[config.mk]
export PLATFORM = sky130hd
export DESIGN_NAME = asic_frame_packer
export DESIGN_NICKNAME = d
export VERILOG_FILES = /design/src/rtl/asic_frame_packer_pkg.sv /design/src/rtl/asic_frame_packer_crc16_step.sv /design/src/rtl/asic_frame_packer.sv
export SDC_FILE = /design/constraint.sdc
export NUM_CORES = 1
export LEC_CHECK = 0
export CORE_UTILIZATION = 63
export CTS_CLUSTER_DIAMETER = 40
export DETAILED_ROUTE_END_ITERATION = 16
export DONT_BUFFER_PORTS = 1
export GPL_TIMING_DRIVEN = 0
export PLACE_DENSITY = 0.8
export SLEW_MARGIN = 20
export SYNTH_ARGS = -nofsm -noshare
export SYNTH_HDL_FRONTEND = slang
export SYNTH_HIERARCHICAL = 1
export SYNTH_SLANG_ARGS = --single-unit
[constraint.sdc]
create_clock -name Clk -period 2.88 [get_ports Clk]
set_clock_uncertainty 0.2 [all_clocks]
set_input_delay 0.144 -clock Clk [delete_from_list [all_inputs] [get_ports Clk]]
set_output_delay 0.144 -clock Clk [all_outputs]
set_load 0.05 [all_outputs]
[src/rtl/asic_frame_packer_pkg.sv]
// Shared constants for the ASIC frame packer: state encoding, default packet words, CRC constants.
package asic_frame_packer_pkg;

  localparam logic [2:0] ST_IDLE = 3'd0;
  localparam logic [2:0] ST_HDR0 = 3'd1;
  localparam logic [2:0] ST_HDR1 = 3'd2;
  localparam logic [2:0] ST_DATA = 3'd3;
  localparam logic [2:0] ST_PAD  = 3'd4;
  localparam logic [2:0] ST_CRC  = 3'd5;
  localparam logic [2:0] ST_TRL1 = 3'd6;
  localparam logic [2:0] ST_TRL0 = 3'd7;

  typedef enum logic [2:0] {
    IDLE = ST_IDLE,
    HDR0 = ST_HDR0,
    HDR1 = ST_HDR1,
    DATA = ST_DATA,
    PAD  = ST_PAD,
    CRC  = ST_CRC,
    TRL1 = ST_TRL1,
    TRL0 = ST_TRL0
  } state_t;

  localparam logic [15:0] HEADER_WORD_DEFAULT  = 16'hA5A5;
  localparam logic [15:0] TRAILER_WORD_DEFAULT = 16'h5A5A;
  localparam logic [7:0]  DIF_ID_DEFAULT       = 8'h01;

  localparam logic [15:0] CRC_POLY = 16'h1021;
  localparam logic [15:0] CRC_INIT = 16'hFFFF;

endpackage

[src/rtl/asic_frame_packer_crc16_step.sv]
// One 16-bit word of CRC-16-CCITT, processed MSB first, purely combinational.
module asic_frame_packer_crc16_step
  import asic_frame_packer_pkg::*;
(
  input  logic [15:0] crc,
  input  logic [15:0] data,
  output logic [15:0] crc_next
);

  always_comb begin
    crc_next = crc;
    for (int i = 15; i >= 0; i--) begin
      if (crc_next[15] ^ data[i]) begin
        crc_next = {crc_next[14:0], 1'b0} ^ CRC_POLY;
      end else begin
        crc_next = {crc_next[14:0], 1'b0};
      end
    end
  end

endmodule

[src/rtl/asic_frame_packer.sv]
// Drains deserialized ASIC words into header / fixed-length frames / trailer packets on a valid/ready stream.
// Optional macro FRAME_CRC_EN inserts a CRC-16-CCITT word over the payload before the frame-count trailer.
module asic_frame_packer
  import asic_frame_packer_pkg::*;
#(
  parameter int          WORDS_PER_FRAME = 10,
  parameter logic [15:0] HEADER_WORD     = HEADER_WORD_DEFAULT,
  parameter logic [15:0] TRAILER_WORD    = TRAILER_WORD_DEFAULT,
  parameter logic [7:0]  DIF_ID          = DIF_ID_DEFAULT
) (
  input  logic        Clk,
  input  logic        reset,
  input  logic        StartReadout,
  input  logic        ReadoutDone,
  input  logic [15:0] FifoDout,
  input  logic        FifoEmpty,
  output logic        FifoRdEn,
  output logic [15:0] OutData,
  output logic        OutValid,
  input  logic        OutReady,
  output logic [11:0] FrameCount,
  output logic        FrameError,
  output logic        Busy
);

  localparam logic [3:0] LAST_IDX = 4'(WORDS_PER_FRAME - 1);

  state_t      state;
  logic [3:0]  word_idx;
  logic        done_latch;
  logic        rd_pending;
  logic        accept;
  logic        out_free;
  logic        idx_last;
  logic        drain_done;
  state_t      tail_state;
  logic [15:0] tail_word;

  assign accept     = OutValid && OutReady;
  assign out_free   = !OutValid || OutReady;
  assign idx_last   = (word_idx == LAST_IDX);
  assign drain_done = done_latch && FifoEmpty && !rd_pending && !OutValid;
  assign FifoRdEn   = (state == DATA) && !FifoEmpty && !rd_pending && out_free;
  assign Busy       = (state != IDLE);

`ifdef FRAME_CRC_EN
  logic [15:0] crc;
  logic [15:0] crc_next;
  logic [15:0] crc_word;

  assign crc_word = (state == PAD) ? 16'h0000 : FifoDout;

  asic_frame_packer_crc16_step u_crc_step (
    .crc      (crc),
    .data     (crc_word),
    .crc_next (crc_next)
  );

  // CRC advances exactly when a payload word enters the output register.
  always_ff @(posedge Clk) begin
    if (reset || state == IDLE) begin
      crc <= CRC_INIT;
    end else if ((state == DATA && rd_pending) || (state == PAD && !OutValid)) begin
      crc <= crc_next;
    end
  end

  assign tail_state = CRC;
  assign tail_word  = crc;
`else
  assign tail_state = TRL1;
  assign tail_word  = {4'h0, FrameCount};
`endif

  always_ff @(posedge Clk) begin
    if (reset) begin
      state      <= IDLE;
      OutData    <= 16'h0000;
      OutValid   <= 1'b0;
      FrameCount <= 12'h000;
      FrameError <= 1'b0;
      word_idx   <= 4'd0;
      done_latch <= 1'b0;
      rd_pending <= 1'b0;
    end else begin
      // Each state reloads the output register when it has more to say.
      if (accept) OutValid <= 1'b0;
      rd_pending <= FifoRdEn;
      if (ReadoutDone && (state == HDR0 || state == HDR1 || state == DATA)) done_latch <= 1'b1;

      case (state)
        IDLE: begin
          if (StartReadout) begin
            state      <= HDR0;
            FrameCount <= 12'h000;
            FrameError <= 1'b0;
            done_latch <= 1'b0;
            word_idx   <= 4'd0;
            OutData    <= HEADER_WORD;
            OutValid   <= 1'b1;
          end
        end
        HDR0: begin
          if (accept) begin
            OutData  <= {DIF_ID, 8'h00};
            OutValid <= 1'b1;
            state    <= HDR1;
          end
        end
        HDR1: begin
          if (accept) state <= DATA;
        end
        DATA: begin
          if (rd_pending) begin
            OutData  <= FifoDout;
            OutValid <= 1'b1;
          end
          if (accept) begin
            word_idx <= idx_last ? 4'd0 : word_idx + 4'd1;
            if (idx_last && FrameCount != 12'hFFF) FrameCount <= FrameCount + 12'd1;
          end
          if (drain_done) begin
            if (word_idx == 4'd0) begin
              state    <= tail_state;
              OutData  <= tail_word;
              OutValid <= 1'b1;
            end else begin
              state      <= PAD;
              FrameError <= 1'b1;
            end
          end
        end
        PAD: begin
          if (!OutValid) begin
            OutData  <= 16'h0000;
            OutValid <= 1'b1;
          end
          if (accept) begin
            if (idx_last) begin
              word_idx <= 4'd0;
              state    <= tail_state;
              OutData  <= tail_word;
              OutValid <= 1'b1;
            end else begin
              word_idx <= word_idx + 4'd1;
            end
          end
        end
`ifdef FRAME_CRC_EN
        CRC: begin
          if (accept) begin
            OutData  <= {4'h0, FrameCount};
            OutValid <= 1'b1;
            state    <= TRL1;
          end
        end
`endif
        TRL1: begin
          if (accept) begin
            OutData  <= TRAILER_WORD;
            OutValid <= 1'b1;
            state    <= TRL0;
          end
        end
        TRL0: begin
          if (accept) state <= IDLE;
        end
        default: state <= IDLE;
      endcase
    end
  end

endmodule

### Word-level counts from Yosys, hierarchy flattened

Index checks and enable logic that the tools add are counted.

* multiplexer cells: 45
* shift-type cells: 0
* $mul: 0
* eq/ne operators: 20
* divide/modulo/power cells: 0
* add/subtract/negate cells: 2
* reduce and logical (&&, ||, !) cells: 28
* order comparisons: 0
* bitwise gates (word level): 0

Operators with widths (count)
* $mux 16: 9
* $pmux 16 s5: 1
* $mux 12: 3
* $mux 3: 8
* $pmux 12 s2: 1
* $pmux 3 s7: 1
* $ne 2x2->1 const B: 10
* $mux 1: 15
* $add 12x1->12 const B: 1
* $mux 4: 3
* $ne 12x12->1 const B: 1
* $reduce_and 4->1: 3
* $eq 3x3->1 const B: 3
* $logic_and 1x1->1: 9
* $pmux 4 s2: 1
* $reduce_and 8->1: 1
* $eq 3x2->1 const B: 2
* $reduce_bool 5->1: 1
* $add 4x1->4 const B: 1
* $eq 4x4->1 const B: 1
* $logic_not 4->1: 1
* $ne 2x1->1 const B: 2
* $pmux 1 s4: 1
* $reduce_bool 2->1: 2
* 9 further kinds: 14

* word-level logic and storage cells: 103
* register bits: 39
* input port bits: 22
* bits in latches: 0
* memories kept: 0
* output and inout bits: 32
* RAM bits: 0
* bits in read-only memories: 0

### Longest topological paths before layout

Gate-level depths: netlist (run 1).

* depth in word-level cells: 7
* mapped depth: 8
* gate-level depth less buffers: 7

### Worst setup path after synthesis (run 1)

OpenSTA, ideal clock, no wires.

* path kind: register -> register
* start: register OutValid
* end: register rd_pending
* data required time: 2.613 ns
* buffers on the path: 1
* arrival: 2.578 ns
* period minus slack after synthesis: 2.845 ns
* stages on the path, launching flop included: 5
* setup time: 0.067 ns
* slack: 0.035 ns
* cells stage by stage: dfxtp_1 -> buf_2 -> nor2b_1 -> nor4_1 -> and2_1

* cells in the longest elaborated chain, start to end: 3

Ends and longest elaborated chain
* start: declaration: line asic_frame_packer.sv:19 `output logic OutValid,`
* start signal: assignment: line asic_frame_packer.sv:79 `OutValid <= 1'b0;`
* start signal: assignment: line asic_frame_packer.sv:87 `if (accept) OutValid <= 1'b0;`
* start signal: assignment: line asic_frame_packer.sv:100 `OutValid <= 1'b1;`
* $logic_not 1->1
* $logic_or 1x1->1: line asic_frame_packer.sv:40 `assign out_free = !OutValid || OutReady;`
* $logic_and 1x1->1: line asic_frame_packer.sv:43 `assign FifoRdEn = (state == DATA) && !FifoEmpty && !rd_pending && out_free;`
* via FifoRdEn: line asic_frame_packer.sv:17 `output logic FifoRdEn,`
* end signal: assignment: line asic_frame_packer.sv:88 `rd_pending <= FifoRdEn;`
* end: declaration: line asic_frame_packer.sv:31 `logic rd_pending;`

The timed path passes the listed nets, and every way through them passes these cells.
A chain may end at the register's enable or synchronous reset.

### Worst setup path after layout (run 1)

* start: register FrameCount[1]
* end: register FrameCount[3]

* cells in the longest elaborated chain, start to end: 4
* elaborated cells between the ends (all ways): 8
* classes of those cells: 1 x add/sub; 2 x eq/ne; 3 x mux; 2 x reduce/logical

Ends and longest elaborated chain
* start: declaration: line asic_frame_packer.sv:21 `output logic [11:0] FrameCount,`
* start signal: assignment: line asic_frame_packer.sv:120 `if (idx_last && FrameCount != 12'hFFF) FrameCount <= FrameCount + 12'd1;`
* $add 12x1->12 or $ne 12x12->1 (tied branches): line asic_frame_packer.sv:120
* $mux 12 or $logic_and 1x1->1 (tied branches): line asic_frame_packer.sv:120
* $mux 12 or $ne 2x1->1 (tied branches)
* $pmux 12 s2 or $reduce_and 4->1 (tied branches)

Several ways; a longest one is shown, not always the timed one. The select of a mux whose other input is x is not followed.

==> impl_metrics.csv, run 1 <==
group,metric,value,unit
run_status,outcome,"finished clean",
route,drt_iter0_drc,209,
global_routing,grt_pass1_vias,2291,
floorplanning,start_util,0.6558,
synth,synth_top_family_by_area,"compound AO/OA/AOI/OAI gates",
global_routing,grtUsageTotal,0.3526,
synth,syn_area,2401,µm²
layout,nets,343,
global_routing,grt_max_degree,13,
setup_path,cp.arrival,2760,ps
layout,final_core_util,0.7485,
layout,final_cells,364,
placed_design,dp_hpwl,4710,µm
setup_path,crit_required,2910,ps
power,power_density,805.5,nW/µm²
synth,muxShareOfSynthArea,0.05419,
clocking,cts-buffers-inserted,5,
global_routing,antenna_found_initial,0,
floorplanning,die_area,4062,µm²
floorplanning,die_h,63.74,µm
synth,yosysSeqAreaShare,0.3252,
synth,syn_area_per_cell,8.251,µm²
sta,slew_headroom,0.5169,
synth,synthSimpleGateAreaFrac,0.2251,
layout,final_cell_mix,"dfxtp_1 (38), nor2_1 (25), a21oi_1 (22)",
sta,max_freq,366.6,MHz
power,vdd_drop_max,0.4967,mV
synth,synth_edf_count,0,
power,p_leak,0.9560,nW
layout,layout-drive-gt1-share,0.1392,
synth,synthCells,291,
route,remaining_drc_errors,0,
clocking,postCtsSetupRepairBufs,0,
synth,dominantRegCellSynth,"dfxtp_1",
sta,drv_slew,0,
route,detail-route-antenna-nets,0,
synth,syn-num-nets,319,
route,viasPerCell,6.813,
flow_run,max-cap-violations,0,
sta,setup_viol,0,
clocking,clk_pin_slew,80,ps
clocking,cts.path.max_buffers,2,
route,drt_wl_total,6787,µm
sta,final.setup.tns,0,ps
global_routing,grt_remaining_overflow,0,
floorplanning,chipWidth,63.74,µm
layout,num_antenna_cells,0,
clocking,cts_root_buf,"clkbuf_8",
clocking,cts_tree,"yes",
synth,synthAdderAreaFrac,0.03544,
synth,synth_compound_area_frac,0.3048,
setup_path,crit_type,"flop to flop",
synth,synth_warnings,6,
floorplanning,core-area,3661,µm²
floorplanning,ios,54,
synth,synthXorXnorAreaFrac,0.007295,
floorplanning,rows,22,
setup_path,startpoint_type,"flop",
synth,async_flop_share,0,
route,routedWlPerCell,18.65,µm
clocking,clkLatencyLatePin,310,ps
layout,fillers,314,
sta,hold_viol,0,
global_routing,grt_pass1_wl,11070,µm
sta,worst_hold_slack,20.15,ps
layout,multi_input_area,1530,µm²
synth,synth.top_cell.area_share,0.3252,
sta,finalCritPeriodShare,0.9472,
worst_hold_path,hold_path.class,"primary input to flop",
route,vias,2480,
clocking,htreeDepth,2,
layout,layout_commonest_cell,"dfxtp_1",
synth,yosys-top-cells-area,"dfxtp_1 (33%), a21oi_1 (4.6%), o2bb2ai_1 (4.0%)",
layout,regArea,782.0,µm²
placed_design,port_buffers,0,
setup_path,crit_path_end_kind,"flop",
synth,ys_ff_latch,39,
sta,worst_pin_slew,723.6,ps
route,dr.pass1.iters,5,
sta,period_minus_slack,2728,ps
clocking,clock-sinks,39,
setup_path,cp_max_fo,10,
synth,ys_types,62,
sta,rsz0062_at_grt,"no",
synth,synth_area_leader_cell,"dfxtp_1",
layout,area_growth,14.12,%
placed_design,place.gp.congestion,0.9607,
placed_design,dp_cells,340,
-- where the power goes --
group	total, mW	switching, mW	internal (mW)
combinational	0.953	0.603	0.350
sequential	0.876	0.255	0.621
clock	0.379	0.209	0.169
-- sequential cells by signal (all words and copies together) (netlist names) --
signal and flops:
rd_pending 1, OutValid 1, state 3, FrameError 1
word_idx 4, done_latch 1, OutData 16, FrameCount 12
-- per-layer routing --
metal	global-route usage	wire length, µm	vias up	part of all wire
met5	0	0	-	0
met4	0.1648	158	0	0.023
met3	0.06964	571	16	0.084
met2	0.5492	3087	140	0.45
met1	0.4661	2969	1159	0.44
li1	-	-	1165	-
-- cells by family after synthesis --
| logic type | Yosys count |
|---|---|
| AO/OA/AOI/OAI | 107 |
| XOR/XNOR | 2 |
| adder cells (fa/ha/maj) | 7 |
| buffers and inverters | 25 |
| flip-flops | 39 |
| multiplexers | 12 |
| AND/OR/NAND/NOR | 99 |
-- through the flow --
step	worst slack [ps]	cell area (µm²)	power, mW
6_report	152.1	2740	2.207
5_1_grt	1.118	2740	2.335
4_1_cts	145.8	2720	2.146
3_5_place_dp	183.1	2475	1.763
3_3_place_gp	-192.5	2461	1.735
2_1_floorplan	34.60	2401	1.570
-- timing repair --
| action | CTS | global route |
|---|---|---|
| hold buffers | 16 | 0 |
| gates resized for setup | 0 | 6 |
| setup endpoints to repair | 0 | 8 |
| hold endpoints to repair | 15 | 0 |
-- path summary, 6_finish.rpt --
| path | end | cells past startpoint | start | slack (ps) |
|---|---|---|---|---|
| worst min register to register | word_idx[1] | 2 | word_idx[1] | 300 |
| worst min-delay path | OutData[10] | 3 | FifoDout[10] | 20 |
| worst max register to register | FrameCount[3] | 5 | FrameCount[1] | 150 |
| worst max-delay path | FrameCount[3] | 5 | FrameCount[1] | 150 |
-- synth_stat cells, types with 3 or more instances --
library cell,number
dfxtp_1,39
nor2_1,25
a21oi_1,22
nand2_1,19
o21ai_0,16
a31oi_1,15
nand3_1,11
o2bb2ai_1,11
buf_2,10
a221oi_1,9
inv_1,9
mux2_2,8
ha_1,6
nor3_1,6
a211oi_1,5
nand4_1,5
and2_1,4
clkbuf_1,4
mux2i_1,4
nor4_1,4
or3_1,4
o211ai_1,3
o22ai_1,3
-- cell type report --
cell class,count,share of cell area
inverter,9,0.01233
timing repair buffer,17,0.06119
sequential,39,0.2854
tap,48,0.02192
multi-input combinational,227,0.5584
clock inverter,2,0.004566
buffer,16,0.02968
clock buffer,6,0.02648
-- critical path, cell delays in order (launching register included) --
cell,delay [ps]
dfxtp_1,750
ha_1,350
nand4_1,320
nor4_1,570
o21ai_2,240
a31oi_1,230
Note: power is estimated with default switching activity, not from simulation.
==> run 2, diff against run 1 <==
- CORE_UTILIZATION: 63 -> 60
- PLACE_DENSITY: 0.8 -> 0.77
==> impl_metrics.csv, run 2 (synthesis results as in run 1) <==
group,metric,value,unit
sta,setup_viol,0,
floorplanning,chipWidth,65.26,µm
worst_hold_path,hold_path.class,"primary input to flop",
setup_path,crit_required,2850,ps
run_status,outcome,"finished clean",
setup_path,crit_path_end,"OutData[7]",
setup_path,rrSetupSlack,180,ps
sta,rsz0062_at_grt,"no",
layout,final_cell_mix,"dfxtp_1 (37), nor2_1 (25), a21oi_1 (22)",
sta,slew_headroom,0.5131,
clocking,htreeDepth,2,
route,remaining_drc_errors,0,
route,viasPerCell,6.893,
global_routing,grt_pass1_vias,2178,
floorplanning,die_h,65.26,µm
power,total_power,2.172,mW
layout,top_regs,"OutData x16, FrameCount x12, word_idx x4",
setup_path,crit_chain,"buf_2 -> buf_2 -> inv_1 -> ha_1 -> a31oi_1 -> o21ai_1 -> a2111oi_0 -> nor3_1",
floorplanning,start_util,0.6414,
setup_path,cp.arrival,2670,ps
layout,layout-drive-gt1-share,0.1365,
floorplanning,rows,22,
clocking,clk_pin_slew,70,ps
sta,finalCritPeriodShare,0.9363,
setup_path,cp_common_cell,"buf_2",
sta,worst_pin_slew,729.4,ps
global_routing,grt_remaining_overflow,0,
setup_path,r2r-start,"state[0]",
route,detail-route-antenna-nets,0,
floorplanning,core-area,3744,µm²
layout,stdcell_area,2731,µm²
setup_path,crit_path_end_kind,"flop",
layout,nets,343,
layout,num_antenna_cells,0,
global_routing,antenna_found_initial,0,
setup_path,r2r_cells,8,
setup_path,path_depth,8,
layout,layout_commonest_cell,"dfxtp_1",
power,p_leak,0.9592,nW
placed_design,placed_cell_area,2475,µm²
floorplanning,ios,54,
clocking,postCtsSetupRepairBufs,0,
route,drt_wl_total,6579,µm
sta,max_freq,370.8,MHz
clocking,cts_root_buf,"clkbuf_8",
sta,final.setup.tns,0,ps
sta,hold_viol,0,
route,drt_iter0_drc,275,
sta,period_minus_slack,2697,ps
power,power_density,795.4,nW/µm²
setup_path,cp_top_family,"compound AO/OA/AOI/OAI gates",
setup_path,rr_endpoint,"OutData[7]",
sta,drv_slew,0,
global_routing,grt_pass1_wl,10540,µm
flow_run,max-cap-violations,0,
route,routedWlPerCell,18.12,µm
setup_path,cp-startpoint,"state[0]",
setup_path,cp_slowest_stage_delay,470,ps
clocking,cts-buffers-inserted,5,
sta,worst_slack,183.3,ps
setup_path,slowest_stage,"a2111oi_0",
setup_path,critPathBufInv,3,
route,dr.pass1.iters,5,
layout,largest_register_ff_count,16,
global_routing,grtUsageTotal,0.3193,
placed_design,dp_hpwl,4628,µm
clocking,cts_tree,"yes",
clocking,clock-sinks,39,
floorplanning,die_area,4259,µm²
layout,top_register,"OutData",
power,vdd_drop_max,0.5881,mV
clocking,clkLatencyLatePin,300,ps
placed_design,pre_cts_slack,145.7,ps
route,vias,2502,
layout,area_growth,13.76,%
setup_path,cp_max_fo,10,
setup_path,startpoint_type,"flop",
placed_design,place.gp.congestion,0.9622,
global_routing,grt_max_degree,12,
placed_design,port_buffers,0,
setup_path,crit_type,"flop to flop",
clocking,cts.path.max_buffers,2,
## run 2: changes by cell type in the layout (fill, tap and decap cells not counted), sizes merged
cell and change:
clkinvlp -1
## run 2: metal layers
layer / vias up / routed length (µm) / track usage
met2: 136 / 2962 / 0.4768
met1: 1183 / 2844 / 0.4469
met4: 0 / 77 / 0.1223
met5: - / 0 / 0
met3: 11 / 694 / 0.06597
li1: 1172 / - / -
## run 2: worst min-delay path by stage
stage                     slack (ps)          from          to  cells after the start
after floorplan                   60  StartReadout  FrameError                      1
after global placement            70  StartReadout  FrameError                      1
after detailed placement          80  StartReadout  FrameError                      1
after CTS                          2   FifoDout[1]  OutData[1]                      3
after global routing              20   FifoDout[1]  OutData[1]                      3
final                             30   FifoDout[6]  OutData[6]                      3
## run 2: layout make-up
cell class | instances | area (µm²)
clock inverter | 1 | 5.005
fill | 311 | 1012
sequential | 39 | 783.3
tap | 48 | 60.06
multi-input combinational | 227 | 1518
buffer | 16 | 81.33
clock buffer | 6 | 82.58
inverter | 9 | 33.78
timing repair buffer | 17 | 167.7
## run 2: tightest hold or removal path, stage by stage
cell and delay [ps]:
mux2_2 120, a221oi_1 70, o2bb2ai_1 150
## run 2: what timing repair did
action                                  CTS  global route
gates resized for setup                   0             3
hold endpoints to repair                 15             0
hold buffers                             16             0
endpoints found under the setup margin    0            12
## run 2: metrics by stage
step	cells	hold slack, ps	utilization
after CTS	363	2.475	0.7273
after global routing	363	18.62	0.7296
after floorplan	291	60.50	-
final	363	25.37	0.7296
after global placement	339	69.26	0.6574
after detailed placement	340	75.89	0.6611
## run 2: where the power goes
part | leakage (nW) | internal, mW | switching [mW]
logic | 0.594 | 0.338 | 0.581
registers | 0.318 | 0.622 | 0.251
clock network | 0.0470 | 0.188 | 0.193
total | 0.959 | 1.15 | 1.02
